**src/rtl/mmio_bank.sv**
```systemverilog
// mmio_bank: memory-mapped register bank for board buttons and display controls.
// Each button channel goes through a 2-flop synchroniser, an optional debouncer
// and a rising-edge detector that sets a sticky, write-1-to-clear flag.
// N_REG writable control registers are exported as a flat bus on ctrl.
// Addresses outside the window return the RAM read data unchanged.
// Build option: define MMIO_DEBOUNCE_EN to include the debouncer. When it is
// undefined, btn_level is taken straight from the synchroniser and DEB_CYCLES
// has no effect.
module mmio_bank #(
  parameter int BASE       = 1000,
  parameter int ADDR_W     = 12,
  parameter int N_BTN      = 3,
  parameter int N_REG      = 4,
  parameter int REG_W      = 8,
  parameter int DEB_CYCLES = 1000000
) (
  input  logic                     clk,
  input  logic                     reset,
  input  logic                     wEn,
  input  logic [ADDR_W-1:0]        addr,
  input  logic [31:0]              dataIn,
  input  logic [31:0]              ram_dataOut,
  input  logic [N_BTN-1:0]         btn,
  output logic [31:0]              dataOut,
  output logic [N_REG*REG_W-1:0]   ctrl,
  output logic [N_BTN-1:0]         btn_level,
  output logic [N_BTN-1:0]         btn_pulse
);

  // One extra bit lets addresses below BASE wrap to a large offset.
  localparam int OFF_W = ADDR_W + 1;
  localparam logic [OFF_W-1:0] BASE_X   = OFF_W'(BASE);
  localparam logic [OFF_W-1:0] OFF_LAST = OFF_W'(N_REG + 1);

  // ---------------------------------------------------------------------------
  // Address decode
  // ---------------------------------------------------------------------------
  logic [OFF_W-1:0] off;
  logic             in_win;
  logic             sel_lvl;
  logic             sel_flag;
  logic [N_REG-1:0] sel_reg;

  assign off      = {1'b0, addr} - BASE_X;
  assign in_win   = (off <= OFF_LAST);
  assign sel_lvl  = in_win && (off == OFF_W'(0));
  assign sel_flag = in_win && (off == OFF_W'(1));

  // Select line for each control register.
  always_comb begin
    sel_reg = '0;
    for (int i = 0; i < N_REG; i++) begin
      sel_reg[i] = in_win && (off == OFF_W'(i + 2));
    end
  end

  // ---------------------------------------------------------------------------
  // Button path: synchroniser -> (debouncer) -> edge detector
  // ---------------------------------------------------------------------------
  logic [N_BTN-1:0] sync_p0;
  logic [N_BTN-1:0] sync_p1;
  logic [N_BTN-1:0] level;
  logic [N_BTN-1:0] level_d;
  logic [N_BTN-1:0] rise;
  logic [N_BTN-1:0] pulse_p3;

  // Two-flop synchroniser for the asynchronous button inputs.
  always_ff @(posedge clk) begin
    if (reset) begin
      sync_p0 <= '0;
      sync_p1 <= '0;
    end else begin
      sync_p0 <= btn;
      sync_p1 <= sync_p0;
    end
  end

`ifdef MMIO_DEBOUNCE_EN
  localparam int CNT_W = $clog2(DEB_CYCLES + 1);
  localparam logic [CNT_W-1:0] CNT_LAST = CNT_W'(DEB_CYCLES - 1);

  // Count that sticks at all-ones instead of wrapping.
  function automatic logic [CNT_W-1:0] sat_inc(input logic [CNT_W-1:0] v);
    return (v == '1) ? v : v + CNT_W'(1);
  endfunction

  logic [CNT_W-1:0] cnt_p2 [N_BTN];

  // The level follows the synchronised input only after it has differed for
  // DEB_CYCLES consecutive cycles. Any agreement restarts the count.
  always_ff @(posedge clk) begin
    for (int i = 0; i < N_BTN; i++) begin
      if (reset) begin
        cnt_p2[i] <= '0;
        level[i]  <= 1'b0;
      end else if (sync_p1[i] == level[i]) begin
        cnt_p2[i] <= '0;
      end else if (cnt_p2[i] == CNT_LAST) begin
        level[i]  <= sync_p1[i];
        cnt_p2[i] <= '0;
      end else begin
        cnt_p2[i] <= sat_inc(cnt_p2[i]);
      end
    end
  end
`else
  localparam int unused_deb_cycles = DEB_CYCLES;

  assign level = sync_p1;
`endif

  assign rise = level & ~level_d;

  // Previous level and the registered one-cycle rising-edge pulse.
  always_ff @(posedge clk) begin
    if (reset) begin
      level_d  <= '0;
      pulse_p3 <= '0;
    end else begin
      level_d  <= level;
      pulse_p3 <= rise;
    end
  end

  // ---------------------------------------------------------------------------
  // Sticky edge flags with write-1-to-clear
  // ---------------------------------------------------------------------------
  logic [N_BTN-1:0] flags;
  logic [N_BTN-1:0] clr;

  assign clr = (wEn && sel_flag) ? dataIn[N_BTN-1:0] : '0;

  // Setting has priority: a clear landing with an edge (the edge that launches
  // the pulse, or the cycle the pulse is high) leaves the flag set.
  always_ff @(posedge clk) begin
    if (reset) begin
      flags <= '0;
    end else begin
      flags <= (flags & ~clr) | rise | pulse_p3;
    end
  end

  // ---------------------------------------------------------------------------
  // Control registers
  // ---------------------------------------------------------------------------
  logic [REG_W-1:0] regs [N_REG];

  // Each register takes the low REG_W bits of the write data.
  always_ff @(posedge clk) begin
    for (int i = 0; i < N_REG; i++) begin
      if (reset) begin
        regs[i] <= '0;
      end else if (wEn && sel_reg[i]) begin
        regs[i] <= dataIn[REG_W-1:0];
      end
    end
  end

  // Flatten the registers onto the display control bus.
  always_comb begin
    ctrl = '0;
    for (int i = 0; i < N_REG; i++) begin
      ctrl[i*REG_W +: REG_W] = regs[i];
    end
  end

  // ---------------------------------------------------------------------------
  // Read mux
  // ---------------------------------------------------------------------------
  // Zero-latency read: bank contents inside the window, RAM data elsewhere.
  always_comb begin
    dataOut = ram_dataOut;
    if (in_win) begin
      dataOut = '0;
      if (sel_lvl) begin
        dataOut[N_BTN-1:0] = level;
      end else if (sel_flag) begin
        dataOut[N_BTN-1:0] = flags;
      end else begin
        for (int i = 0; i < N_REG; i++) begin
          if (sel_reg[i]) begin
            dataOut[REG_W-1:0] = regs[i];
          end
        end
      end
    end
  end

  assign btn_level = level;
  assign btn_pulse = pulse_p3;

  // Write-data bits above the register and flag widths are not used.
  logic unused_data;
  assign unused_data = ^dataIn;

endmodule
```
**config.mk**
```make
export PLATFORM = sky130hd
export DESIGN_NAME = mmio_bank
export DESIGN_NICKNAME = d
export VERILOG_FILES = /design/src/rtl/mmio_bank.sv
export SDC_FILE = /design/constraint.sdc
export NUM_CORES = 1
export LEC_CHECK = 0
export CORE_ASPECT_RATIO = 0.8
export CORE_MARGIN = 3
export CORE_UTILIZATION = 38
export DETAILED_ROUTE_END_ITERATION = 12
export HOLD_SLACK_MARGIN = 0.15
export PLACE_DENSITY_LB_ADDON = 0.3
export SLEW_MARGIN = 5
export SYNTH_ARGS = -nofsm -noshare
export SYNTH_HDL_FRONTEND = slang
export SYNTH_SLANG_ARGS = --single-unit
```
**constraint.sdc**
```tcl
create_clock -name clk -period 4.5 [get_ports clk]
set_clock_uncertainty 0.15 [all_clocks]
set_input_delay 0.9 -clock clk [delete_from_list [all_inputs] [get_ports clk]]
set_output_delay 0.9 -clock clk [all_outputs]
set_load 0.01 [all_outputs]
```
Word-level counts from Yosys, hierarchy flattened. Memories as Yosys holds them, arrays and structs flattened. Index checks and enable logic that the tools add are counted.

Register bits: 15. Bits in writable memories: 32. Output and inout bits: 70. Memories: 1.

Memories: regs (words 4, bits a word 8, rd ports 4, clocked after Yosys merged registers in 0, write ports 4, RTL line 146) `logic [REG_W-1:0] regs [N_REG];`.

Add/subtract/negate cells: 1. $lt $le $gt $ge: 1. Eq/ne operators: 5. Mux-type cells: 28. Bitwise logic cells: 10. Reductions and logical operators: 12.

Operators with widths (count): 8-bit two-way mux (8); 32-bit two-way mux (1); 13-bit by 2-bit == test with 1-bit output, second input constant (2); 13-bit by 3-bit == test with 1-bit output, second input constant (2); 1-bit two-way mux (14); 13-bit by 1-bit == test with 1-bit output, second input constant (1); 13-bit by 3-bit less-or-equal comparator with 1-bit output, second input constant (1); 13-bit logical NOT (1); 12-bit by 10-bit subtractor with 13-bit output, second input constant (1); 1-bit logical AND (11); 5-bit two-way mux (2); 3-bit two-way mux (3); 3-bit AND (2); 3-bit inverter (2); 3-bit OR (2); 1-bit OR (4).

Longest topological paths before layout.
Depth in word-level cells: 10. Depth in mapped cells: 10. Gate-level depth less buffers: 8.

Worst setup path before layout. No wires, ideal clock.

Path kind: input port to output port. From: input addr[4]. To: output dataOut[2]. Data arrival time: 2.613 ns. Slack: 0.837 ns. Cell stages on the path: 8. Buffers on the path: 1. Cell sequence: inv_1 -> ha_1 -> or4b_4 -> a2111oi_4 -> a41oi_2 -> buf_6 -> mux2i_1 -> nand2_1.

Word-level cells in the longest chain between the ends: 10. Elaborated cells between the ends (all ways): 21. Those cells by class: 1 x add/sub; 1 x order compare; 5 x eq/ne; 7 x mux; 7 x reduce/logical.

RTL lines: start: declaration (RTL line 20) `input logic [ADDR_W-1:0] addr,`; 12-bit by 10-bit subtractor with 13-bit output (*) (RTL line 44) `assign off = {1'b0, addr} - BASE_X;`; 13-bit by 3-bit less-or-equal comparator with 1-bit output or 13-bit by 2-bit == test with 1-bit output (tied branches) (RTL line 45, 53); 1-bit logical AND (RTL line 53) `sel_reg[i] = in_win && (off == OFF_W'(i + 2));`; 8-bit two-way mux (4 in series) (RTL line 181) `if (sel_reg[i]) begin`; 3-bit two-way mux (RTL line 177) `end else if (sel_flag) begin`; 3-bit two-way mux (RTL line 175) `if (sel_lvl) begin`; 32-bit two-way mux (*) (RTL line 173) `if (in_win) begin`; end: declaration (RTL line 24) `output logic [31:0] dataOut,`.

Mark *: on every way between the ends. The rest lies on a longest branch, timed or not.

Worst setup path in the final report.
From: input addr[4]. To: output dataOut[5].

Word-level cells in the longest chain between the ends: 10. Elaborated cells between the ends (all ways): 21. Those cells by class: 1 x add/sub; 1 x order compare; 5 x eq/ne; 7 x mux; 7 x reduce/logical.

RTL lines (RTL line): 12-bit by 10-bit subtractor with 13-bit output (*) (44); 13-bit by 3-bit less-or-equal comparator with 1-bit output or 13-bit by 2-bit == test with 1-bit output (tied branches) (45, 53); 1-bit logical AND (53); 8-bit two-way mux (4 in series) (181); 5-bit two-way mux (177); 5-bit two-way mux (175); 32-bit two-way mux (*) (173).

Marks and branches as above.

==> metrics.md <==
| Metric | Value |
|---|---|
| Outcome | `finished, final reports clean` |
| Nets | `around 480` |
| Critical R2R Capture | `flags[1]` |
| Global route overflow | `0` |
| Syn nets | `337` |
| Largest net degree at the start of global routing | `21` |
| Detail Placement HPWL | `5.81 mm` |
| Final Hold Fails | `0` |
| CTS HTree Levels | `2` |
| DRT Pass-1 Iters | `4` |
| GP Congestion | `slightly above 0.8` |
| Tightest Hold Check Type | `reg2reg` |
| Initial antenna violation count | `0` |
| Total negative setup slack | `0 ns` |
| Worst Path Required | `about 3.5 ns` |
| FILL cells | `about 520` |
| Port bufs | `roughly 130` |
| Crit path DAT | `~3.4 ns` |
| Reg2reg path depth | `3` |
| Synth top area share | `37.2%` |
| Hold Path End | `btn_level[0]` |
| Skew-Pair Late Insertion Delay | `slightly below 0.3 ns` |
| Hold Crit Depth | `1` |
| DR DRC count | `0` |
| Overall routed net length | `about 7.7 mm` |
| RSZ-0062 raised after global routing | `true` |
| Critical path's slowest cell | `clkdlybuf4s50_1` |
| F_max | `224 MHz` |
| Setup crit start kind | `input port` |
| Vias in the first global route | `around 2400` |
| Synth Area per Inst | `roughly 10 sq um` |
| Antenna viol nets, final | `0` |
| Mapped cell area | `0.00258 sq mm` |
| Syn-to-layout area delta | `65.7%` |
| Worst-Margin Slew | `around 0.6 ns` |
| CTS sink cnt | `47` |
| R2r setup slk | `3.37 ns` |
| Worst Hold Launch | `sync_p0[0]` |
| Inserted Clock Buffers | `5` |
| Vias/cell | `between 5 and 6` |
| Core Area | `between 0.006 and 0.007 sq mm` |
| Antenna cell count | `0` |
| Final min period | `4.47 ns` |
| Via count | `2430` |
| CTS clk-pin slew, worst paths | `~0.08 ns` |
| Slew Limit Fails | `0` |
| Yosys cell types | `39` |
| Reg2reg start | `btn_level[1]` |
| Critical path, cell by cell | `clkdlybuf4s50_1 -> inv_1 -> ha_4 -> or4b_4 -> a21oi_4 -> buf_6 -> and4_4 -> a22oi_1 -> nand2_1 -> clkdlybuf4s50_1` |
| Clock Tree Buf Depth | `2` |
| Die area | `around 0.0078 sq mm` |
| Bufs and invs on worst path | `4` |
| CP Capture Type | `output pin` |
| Relative slew slack | `58.9%` |
| Most frequent cells in the layout | `98 x clkdlybuf4s50_1, 60 x and2_1, 32 x edfxtp_1` |
| Crit Path Category | `in2out` |
| WL per Instance | `around 16 microns` |
| Leak | `1.81 nW` |
| Rows | `26` |
| Top delay family on crit path | `buffers and inverters` |
| Root buffer cell | `clkbuf_8` |
| Finished Layout Cells | `483` |
| GRT Total Usage | `about a fifth` |
| YS warnings | `0` |
| Die H | `79.8 microns` |
| Starting DRT DRC Count | `roughly 160` |
| Dominant cell type by area after synthesis | `edfxtp_1` |
| Commonest non-fill, non-tap cell in the layout | `clkdlybuf4s50_1` |
| Fin Hold WS | `about 0.29 ns` |
| Placed cell count | `between 400 and 500` |
| First-pass GRT wire length | `approximately 12 mm` |
| Largest cells by area after synthesis | `edfxtp_1 37%, and2_1 15%, dfxtp_1 12%` |
| PwrDens | `approximately 220 mW/mm^2` |
| Peak supply drop | `0.000193 V` |
| Max Fanout on Critical Path | `7` |
| Layout cell share with drive strength beyond 1 | `11.3%` |
| CP max stage delay | `0.54 ns` |
| Initial Util | `roughly two fifths` |
| Seq cells post-synth | `47` |
| Cell count after synthesis | `253` |
| Seq/Total Area, Yosys | `48.8%` |
| Max-Cap Viols | `0` |
| Die W | `between 90 and 100 microns` |
| Final setup vio count | `0` |
| CP most frequent cell | `clkdlybuf4s50_1` |
| IO Pins | `roughly 150` |
| CTS tree | `built` |
| Tcrit/Tclk final | `~99%` |
## final cells by class
type	count	area, sq um	area share, %
clock buffers	5	68.8	1.61
well taps	84	105	2.45
repair buffers	150	1510	35.1
clock inverters	2	12.5	0.292
multi-input cells	188	1310	30.5
inverters	7	26.3	0.613
flip-flops and latches	47	1260	29.4
## kinds of logic (layout without fill, tap and decap cells)
family / after synthesis / in the layout / share of synthesized area, %
compound gates: 39 / 39 / 11.8
flops: 47 / 47 / 48.8
mux: 14 / 14 / 5.52
buf+inv: 18 / 164 / 3.10
fa+ha+maj: 2 / 2 / 0.968
simple gates: 133 / 133 / 29.8
## worst max path at each step
stage             from    endpoint  slack, ns  depth (start not counted)
2_1_floorplan  addr[4]  dataOut[2]       0.84                          8
3_5_place_dp   addr[4]  dataOut[1]      -0.13                         10
5_1_grt        addr[4]  dataOut[5]      -0.07                         10
3_3_place_gp   addr[4]  dataOut[1]      -0.11                          9
4_1_cts        addr[4]  dataOut[5]     -0.004                         10
6_report       addr[4]  dataOut[5]       0.03                         10
## metal layers
metal | global-route usage (%) | vias up | wire, microns
li1 | - | 1187 | -
met5 | 0 | - | 0
met4 | 3.14 | 0 | 51
met2 | 33.6 | 95 | 3730
met3 | 4.72 | 6 | 628
met1 | 25.1 | 1142 | 3310
## power by group
group / leakage [nW] / internal, mW / total [mW] / switching [mW]
clock: 0.0420 / 0.106 / 0.239 / 0.133
sequential: 0.427 / 0.480 / 0.492 / 0.0114
combinational: 1.34 / 0.124 / 0.209 / 0.0847
## flip-flops by register name, indices dropped and copies added, names as in the netlist
name and cells:
level_d 3, btn_level 3, flags 3, regs 32
btn_pulse 3, sync_p0 3
## per-stage QoR
step / util (%) / area [sq um] / power, mW / worst slack (ns)
floorplan: - / 2580 / 0.570 / 0.837
global placement: 62.7 / 4060 / 0.707 / -0.108
detailed placement: 62.7 / 4060 / 0.711 / -0.129
CTS: 64.3 / 4160 / 0.946 / -0.00425
global route: 66.2 / 4280 / 0.983 / -0.0727
finish: 66.2 / 4280 / 0.940 / 0.0302
## cells in the mapped netlist
cell       count
and2_1        60
edfxtp_1      32
nand2_1       26
dfxtp_1       15
nor2b_1       15
mux2i_1       12
o21ai_0       10
nor2_1         9
a21oi_1        8
inv_1          7
a22oi_1        6
nand3_1        5
buf_2          4
clkbuf_1       4
a311oi_1       3
nand3b_1       3
nor3b_1        3
a2111oi_4      2
a41oi_1        2
and3_1         2
and4_1         2
buf_1          2
ha_1           2
mux2_2         2
nand4b_1       2
o211ai_1       2
a32oi_1        1
a41oi_2        1
buf_6          1
nand2b_1       1
nand4_1        1
nor3_2         1
nor4_1         1
nor4bb_1       1
o2111ai_1      1
o211a_1        1
o21ai_1        1
o31ai_1        1
or4b_4         1
## repair_timing
item / CTS / global route
setup endpoints to repair: 32 / 30
setup buffers: 0 / 3
resized for setup: 11 / 37
hold buffers: 0 / 0
pin swaps: 2 / 1
Note: power is estimated with default switching activity, not from simulation.
